`config.mk`:
```
export PLATFORM = sky130hd
export DESIGN_NAME = stream_mux_rr
export DESIGN_NICKNAME = d
export VERILOG_FILES = /design/src/rtl/mux_pkg.sv /design/src/rtl/rr_arbiter.sv /design/src/rtl/stream_mux_rr.sv
export SDC_FILE = /design/constraint.sdc
export NUM_CORES = 1
export LEC_CHECK = 0
export CORE_ASPECT_RATIO = 0.5
export CORE_MARGIN = 2
export CORE_UTILIZATION = 45
export CTS_CLUSTER_SIZE = 28
export DETAILED_ROUTE_END_ITERATION = 6
export GPL_TIMING_DRIVEN = 0
export HOLD_SLACK_MARGIN = 0.05
export PLACE_DENSITY = 0.93
export RECOVER_POWER = 100
export SLEW_MARGIN = 30
export SYNTH_ARGS = -nofsm -noshare
export SYNTH_HDL_FRONTEND = slang
export SYNTH_HIERARCHICAL = 1
export SYNTH_SLANG_ARGS = --single-unit
export TNS_END_PERCENT = 50
```
`constraint.sdc`:
```
create_clock -name clk -period 9.87 [get_ports clk]
set_input_delay 1.974 -clock clk [delete_from_list [all_inputs] [get_ports clk]]
set_output_delay 1.974 -clock clk [all_outputs]
set_load 0.02 [all_outputs]
```
`src/rtl/mux_pkg.sv`:
```
// Shared definitions for the stream multiplexer: arbitration mode encodings
// and the select-width helper.
package mux_pkg;

   localparam logic MODE_FIXED = 1'b0;
   localparam logic MODE_RR    = 1'b1;

   // A 2-channel mux still needs a 1-bit select, which $clog2 alone would not give for n=1.
   function automatic int clog2_min1(input int n);
      return (n <= 2) ? 1 : $clog2(n);
   endfunction

endpackage

```
`src/rtl/rr_arbiter.sv`:
```
// Combinational round-robin arbiter: picks the first requester after ptr,
// wrapping modulo CHANNELS.
module rr_arbiter
   import mux_pkg::*;
#(
   parameter int CHANNELS = 4,
   parameter int SELW     = clog2_min1(CHANNELS)
) (
   input  logic [CHANNELS-1:0] req_i,
   input  logic [SELW-1:0]     ptr_i,
   output logic [SELW-1:0]     grant_o,
   output logic                grant_valid_o
);

   int best;

   // Distance 0 is the channel right after ptr; ptr itself is the last considered.
   function automatic int rr_dist(input int j, input int p);
      return (j - p - 1 + 2 * CHANNELS) % CHANNELS;
   endfunction

   always_comb begin
      grant_o       = '0;
      grant_valid_o = 1'b0;
      best          = CHANNELS;
      for (int j = 0; j < CHANNELS; j++) begin
         if (req_i[j] && (rr_dist(j, int'(ptr_i)) < best)) begin
            best          = rr_dist(j, int'(ptr_i));
            grant_o       = SELW'(j);
            grant_valid_o = 1'b1;
         end
      end
   end

endmodule

```
`src/rtl/stream_mux_rr.sv`:
```
// N:1 valid/ready stream mux with a single registered output stage and
// selectable fixed-select or round-robin arbitration.
module stream_mux_rr
   import mux_pkg::*;
#(
   parameter int WIDTH    = 8,
   parameter int CHANNELS = 4,
   parameter int SELW     = clog2_min1(CHANNELS)
) (
   input  logic                      clk,
   input  logic                      rst,
   input  logic [CHANNELS*WIDTH-1:0] d_in,
   input  logic [CHANNELS-1:0]       in_valid,
   output logic [CHANNELS-1:0]       in_ready,
   input  logic [SELW-1:0]           sel,
   input  logic                      rr_en,
   output logic [WIDTH-1:0]          out,
   output logic                      out_valid,
   input  logic                      out_ready,
   output logic [SELW-1:0]           out_chan
);

   logic [WIDTH-1:0] out_q, out_d;
   logic [SELW-1:0]  chan_q, chan_d;
   logic [SELW-1:0]  ptr_q, ptr_d;
   logic             valid_q, valid_d;

   logic [SELW-1:0]  arb_grant, gnt;
   logic             arb_valid, gnt_valid;
   logic             space, in_xfer;
   logic [WIDTH-1:0] gnt_data;

   rr_arbiter #(
      .CHANNELS (CHANNELS),
      .SELW     (SELW)
   ) u_arb (
      .req_i         (in_valid),
      .ptr_i         (ptr_q),
      .grant_o       (arb_grant),
      .grant_valid_o (arb_valid)
   );

   assign space = !valid_q || out_ready;

   always_comb begin
      if (rr_en == MODE_RR) begin
         gnt       = arb_grant;
         gnt_valid = arb_valid;
      end else begin
         gnt       = sel;
         gnt_valid = (int'(sel) < CHANNELS);
      end
   end

   // Ready is masked by rst so nothing is offered while reset is held.
   always_comb begin
      in_ready = '0;
      gnt_data = '0;
      for (int j = 0; j < CHANNELS; j++) begin
         in_ready[j] = gnt_valid && space && !rst && (gnt == SELW'(j));
         if (gnt == SELW'(j)) gnt_data = d_in[j*WIDTH +: WIDTH];
      end
   end

   assign in_xfer = |(in_ready & in_valid);

   always_comb begin
      out_d   = out_q;
      chan_d  = chan_q;
      valid_d = valid_q;
      ptr_d   = ptr_q;
      if (in_xfer) begin
         out_d   = gnt_data;
         chan_d  = gnt;
         valid_d = 1'b1;
         if (rr_en == MODE_RR) ptr_d = gnt;
      end else if (out_ready) begin
         valid_d = 1'b0;
      end
   end

   always_ff @(posedge clk or posedge rst) begin
      if (rst) begin
         out_q   <= '0;
         chan_q  <= '0;
         valid_q <= 1'b0;
         ptr_q   <= SELW'(CHANNELS - 1);
      end else begin
         out_q   <= out_d;
         chan_q  <= chan_d;
         valid_q <= valid_d;
         ptr_q   <= ptr_d;
      end
   end

   assign out       = out_q;
   assign out_chan  = chan_q;
   assign out_valid = valid_q;

endmodule

```
==> results.ini, run 1 <==
[die]
io-pin-count=57
die_w_um=78.46
coreArea_um2=2619
die_h_um=41.23
initial_core_util_pct=47.63
dieArea_um2=3235
rows=13

[run_status]
status=complete, no violations

[synth]
synth_enable_flop_cells=0
synth.top_cells.by_area=dfrtp_1, mux2i_1, mux2_4
yosysMostFrequentCell=mux2i_1
synth_top_flop_cell=dfrtp_1
ys_seq_elements=13
yosysSeqAreaShare_pct=26.28
synth_top_cell_by_area=dfrtp_1
synth_top_area_share_pct=22.07
synth_fp_nets=166
ys_warn_count=6
synth_cell_types=37
netlist_top_cells_count=mux2i_1, dfrtp_1, mux2_4, ha_1
synth.avg_cell_area_um2=10.66
async_flop_share_pct=100.0
synth_area_um2=1247
syn_inst=117

[clock_tree]
cts-resized-gates=0
cts_root_buffer=clkbuf_8
cts.reportedPaths.clkPinSlew_ns=0.05
clk_latency_ns=0.24
clk_path_buf_depth=2
cts_tree=done
cts-buffers-inserted=3
holdBufCountCts=0
cts_htree_levels=1
post-cts-setup-buffer-count=0
clock_sinks=13

[worst_setup_path]
arrival_ns=6.99
cp-end-kind=primary output
crit_type=input port to primary output
start_kind=input port
cp_max_fo=10
required_ns=7.90
r2r_slack_ns=4.53

[sta]
worst_pin_slew_ns=0.8639
max_slew_margin_pct=40.76
finalHoldViolCount=0
fmax_ghz=0.1116
finalSetupViolations=0
setup_tns_ns=0
whs_ns=0.5126
slew_violations=0
layout_min_cycle_time_ns=8.961
rsz0062_at_grt=false
skew_ns=0.004086
fin_crit_sh_pct=90.80

[global_routing]
antenna_found_initial=0
use_met1_pct=23.68
grt_overflow=0
gr-usage-met3_pct=4.846
grt_pass1_wl_mm=5.168
grt_pass1_vias=1115
gr-usage-all-layers_pct=22.23
busiest_layer=met2
use_met2_pct=46.12
grt_max_degree=16

[routing]
drtIter0Drc=28
antenna_left=0
post_drt_via_cell_ratio=5.408
routed_wl_mm=3.320
wl_per_cell_um=15.59
drt_pass1_iterations=4
drc_errors=0
vias=1152

[pwr]
p_leak_nw=0.8212
power_uw=549.4
vdd_ir_drop_max_v=0.0001838
powerDensity_nw_per_um2=299.3

[layout]
final_nets=226
fin_area_um2=1836
num_antenna_cells=0
area_delta_synth_final_pct=47.14
post-route-util_pct=70.09
drive_gt1_share_pct=9.659

[placement]
routabilityCongestion=0.7969
dp_hpwl_mm=2.607
io_buffer_count=55
dpl-instance-area_um2=1844

[min_path]
hold_class=flop to flop

[job]
max-cap-violations=0

==> registers in the layout, indices dropped and copies added (netlist names) <==
register	flops
out	8
ptr_q	2
out_valid	1
out_chan	2
==> per-layer routing <==
layer,share of wire (%),up-vias
met4,2.2,0
met3,6.1,10
met2,52,47
li1,-,554
met5,0,-
met1,40,541
==> worst max-delay path, cell delays in order <==
cell and delay (ns):
dlygate4sd3_1 0.70, mux2i_1 0.25, nor2_1 0.06, nor2_1 0.16, ha_1 0.18, and4bb_1 0.18
o21ai_0 0.40, a21oi_1 0.11, a31o_2 0.25, ha_1 0.29, a211oi_1 0.09, o21ai_0 0.12
a21oi_1 0.13, mux2i_1 0.70, clkbuf_1 0.52, nand2_1 0.11, nor2_1 0.13, clkdlybuf4s50_1 0.62
==> metrics by stage <==
stage	setup WS [ns]	std cells
CTS	1.476	213
global route	0.6139	213
floorplan	2.853	117
global placement	1.600	209
detailed placement	1.470	209
finish	0.9085	213
==> final cells by class <==
cell class | instances | area [um^2]
fillers | 183 | 783.3
well taps | 37 | 46.29
plain buffers | 5 | 30.03
inverters | 3 | 11.26
clock buffers | 4 | 45.04
flip-flops and latches | 13 | 327.8
multi-input cells | 96 | 824.5
repair buffers | 55 | 550.5
==> power breakdown <==
part,internal [mW],switching (mW)
logic,0.191,0.206
registers,0.0828,0.0217
clock network,0.0285,0.0192
==> cells in the final DEF (no fill, tap or decap) <==
master	instances
dlygate4sd3_1	15
xnor2_1	2
and4bb_1	1
a211oi_1	2
nor3b_1	1
mux2i_1	28
mux4_2	2
buf_6	1
a21oi_1	5
nand3b_1	3
or2_2	1
clkdlybuf4s50_1	40
ha_1	7
clkbuf_1	2
and4bb_2	1
a31oi_1	1
o21ai_0	7
buf_2	3
clkbuf_8	3
nor3_1	1
nand2_2	1
mux2_2	1
conb_1	1
or3_1	1
dfstp_2	2
a22o_1	1
nor2_1	6
nand2b_1	2
inv_1	3
mux2_1	9
nand3_1	3
and3_1	2
or2b_1	1
nand2_1	3
a31o_2	2
dfrtp_1	11
nor4bb_1	1
==> cells by family after synthesis <==
group                      synth area share, %
other                                   0.3006
buffers and inverters                    3.309
xor gates and xnor gates                 1.404
muxes                                    38.52
and+or+nand+nor                          14.24
AOI/OAI and AO/OA                        8.927
adders and majority gates                7.021
DFF                                      26.28
==> path summary, 6_finish.rpt <==
path,depth (start not counted),to,from
min in group asynchronous,2,out_valid$_DFFE_PP0P_,rst
max reg2reg,17,out[2]$_DFFE_PP0P_,ptr_q[1]$_DFFE_PP1P_
min reg2reg,1,out[6]$_DFFE_PP0P_,out[6]$_DFFE_PP0P_
max in group asynchronous,2,ptr_q[1]$_DFFE_PP1P_,rst
min,1,out[6]$_DFFE_PP0P_,out[6]$_DFFE_PP0P_
max,18,in_ready[2],in_valid[0]
(Power assumes the default switching activity.)
==> run 2, diff against run 1 <==
Settings changed: CORE_UTILIZATION 45 to 43, PLACE_DENSITY 0.93 to 0.9.
Clock period 9.87 ns to 11.6 ns, I/O delays scaled along.
==> run 2 against run 1 <==
Net effect:
- die area up 4.3%
- clock skew down 0.00061 ns
- largest power group unchanged
- sequential cell count stayed put
- via count fell by 3.9%
- critical path depth down 1
- setup slack better by 1.0 ns
==> results.ini, run 2 (synthesis gave the netlist of run 1 again) <==
[run_status]
status=complete, no violations

[sta]
skew_ns=0.003474
fin_ws_ns=1.922
finalHoldViolCount=0
max_slew_margin_pct=34.20
rsz0062_at_grt=false
layout_min_cycle_time_ns=9.678
setup_tns_ns=0
finalSetupViolations=0
fin_crit_sh_pct=83.43
slew_violations=0
worst_pin_slew_ns=0.9596
fmax_ghz=0.1033

[pwr]
power_uw=453.4
powerDensity_nw_per_um2=247.0
p_leak_nw=0.8272
vdd_ir_drop_max_v=0.0001097

[worst_setup_path]
cp_cell_sequence=dlygate4sd3_1 > mux2i_1 > nor2_1 > nor2_1 > ha_1 > and4bb_1 > o21ai_0 > a21oi_1 > a31o_2 > ha_1 > a211oi_1 > o21ai_0 > a21oi_1 > mux2i_1 > clkbuf_1 > and3_1 > dlygate4sd3_1
start_kind=input port
cp-end-kind=primary output
required_ns=9.28
crit_type=input port to primary output
cpPeakStageDelay_ns=0.76
cp_max_fo=10
arrival_ns=7.36
crit_slowest_cell=mux2i_1

[routing]
routed_wl_mm=3.003
vias=1107
drtIter0Drc=35
drc_errors=0
post_drt_via_cell_ratio=5.197
antenna_left=0
drt_pass1_iterations=4
wl_per_cell_um=14.10

[die]
rows=13
initial_core_util_pct=46.76
io-pin-count=57
coreArea_um2=2668
die_h_um=42.09
die_w_um=80.17
dieArea_um2=3374

[clock_tree]
cts_root_buffer=clkbuf_8
holdBufCountCts=0
post-cts-setup-buffer-count=0
clk_path_buf_depth=2
cts_tree=done
clock_sinks=13
cts-buffers-inserted=3
cts-resized-gates=0
clk_latency_ns=0.24
cts_htree_levels=1
cts.reportedPaths.clkPinSlew_ns=0.05

[placement]
routabilityCongestion=0.8524
io_buffer_count=55
dp_hpwl_mm=2.435
post-place-ws_ns=2.557

[layout]
area_delta_synth_final_pct=47.14
fill_cells=224
final_nets=226
drive_gt1_share_pct=9.659
largest_reg_flops=8
final_common_cell=clkdlybuf4s50_1
num_antenna_cells=0
layout_common_cells=clkdlybuf4s50_1, mux2i_1, dlygate4sd3_1, dfrtp_1, mux2_1

[global_routing]
gr-usage-all-layers_pct=19.80
grt_overflow=0
grt_pass1_vias=1133
grt_pass1_wl_mm=5.188
antenna_found_initial=0
grt_max_degree=16

[min_path]
hold_class=flop to flop

[job]
max-cap-violations=0

-- run 2: changes by cell type in the layout (fill, tap and decap cells not counted) --
cell,before,now
clkdlybuf4s50_1,40,38
dlygate4sd3_1,15,17
-- run 2: report_power, final --
| part | internal, mW | leakage, nW | switching, mW | total, mW |
|---|---|---|---|---|
| clock network | 0.0243 | 0.0228 | 0.0165 | 0.0408 |
| logic | 0.161 | 0.655 | 0.165 | 0.326 |
| registers | 0.0704 | 0.149 | 0.0158 | 0.0862 |
| total | 0.256 | 0.827 | 0.198 | 0.453 |
-- run 2: metal layers --
layer  up-vias  track usage (%)  wire length [um]
li1        554                -                 -
met1       521            21.91              1217
met2        28            38.67              1619
met3         4            3.879               134
met4         0            5.085                31
met5         -                0                 0
-- run 2: critical path: cells and delay by family --
kind            cells  cell delay [ns]
buf+inv             3             1.91
compound gates      6             1.05
mux                 2             0.98
simple gates        4             0.61
fa+ha+maj           2             0.46
-- run 2: final timing paths --
check | from | cells after the start | to | slack (ns)
setup / recovery | in_valid[0] | 17 | in_ready[0] | 1.92
hold / removal | out[6]$_DFFE_PP0P_ | 1 | out[6]$_DFFE_PP0P_ | 0.49
setup reg to reg | ptr_q[0]$_DFFE_PP1P_ | 16 | out[5]$_DFFE_PP0P_ | 6.30
hold reg to reg | out[6]$_DFFE_PP0P_ | 1 | out[6]$_DFFE_PP0P_ | 0.49
max in group asynchronous | rst | 2 | ptr_q[0]$_DFFE_PP1P_ | 8.68
min in group asynchronous | rst | 2 | out_valid$_DFFE_PP0P_ | 2.55
-- run 2: layout make-up --
class	instances	area [um^2]	area share, %
multi-input cells	96	824.5	44.92
repair buffers	55	550.5	29.99
flip-flops and latches	13	327.8	17.86
well taps	37	46.29	2.522
clock buffers	4	45.04	2.454
plain buffers	5	30.03	1.636
inverters	3	11.26	0.6135
-- run 2: metrics by stage --
stage	utilization, %	instances	instance area (um^2)	hold slack [ns]
after floorplan	-	117	1247	0.5620
after global placement	69.14	209	1844	0.4889
after detailed placement	69.14	209	1844	0.4914
after CTS	70.83	213	1889	0.5081
after global routing	68.81	213	1836	0.5087
final	68.81	213	1836	0.4850
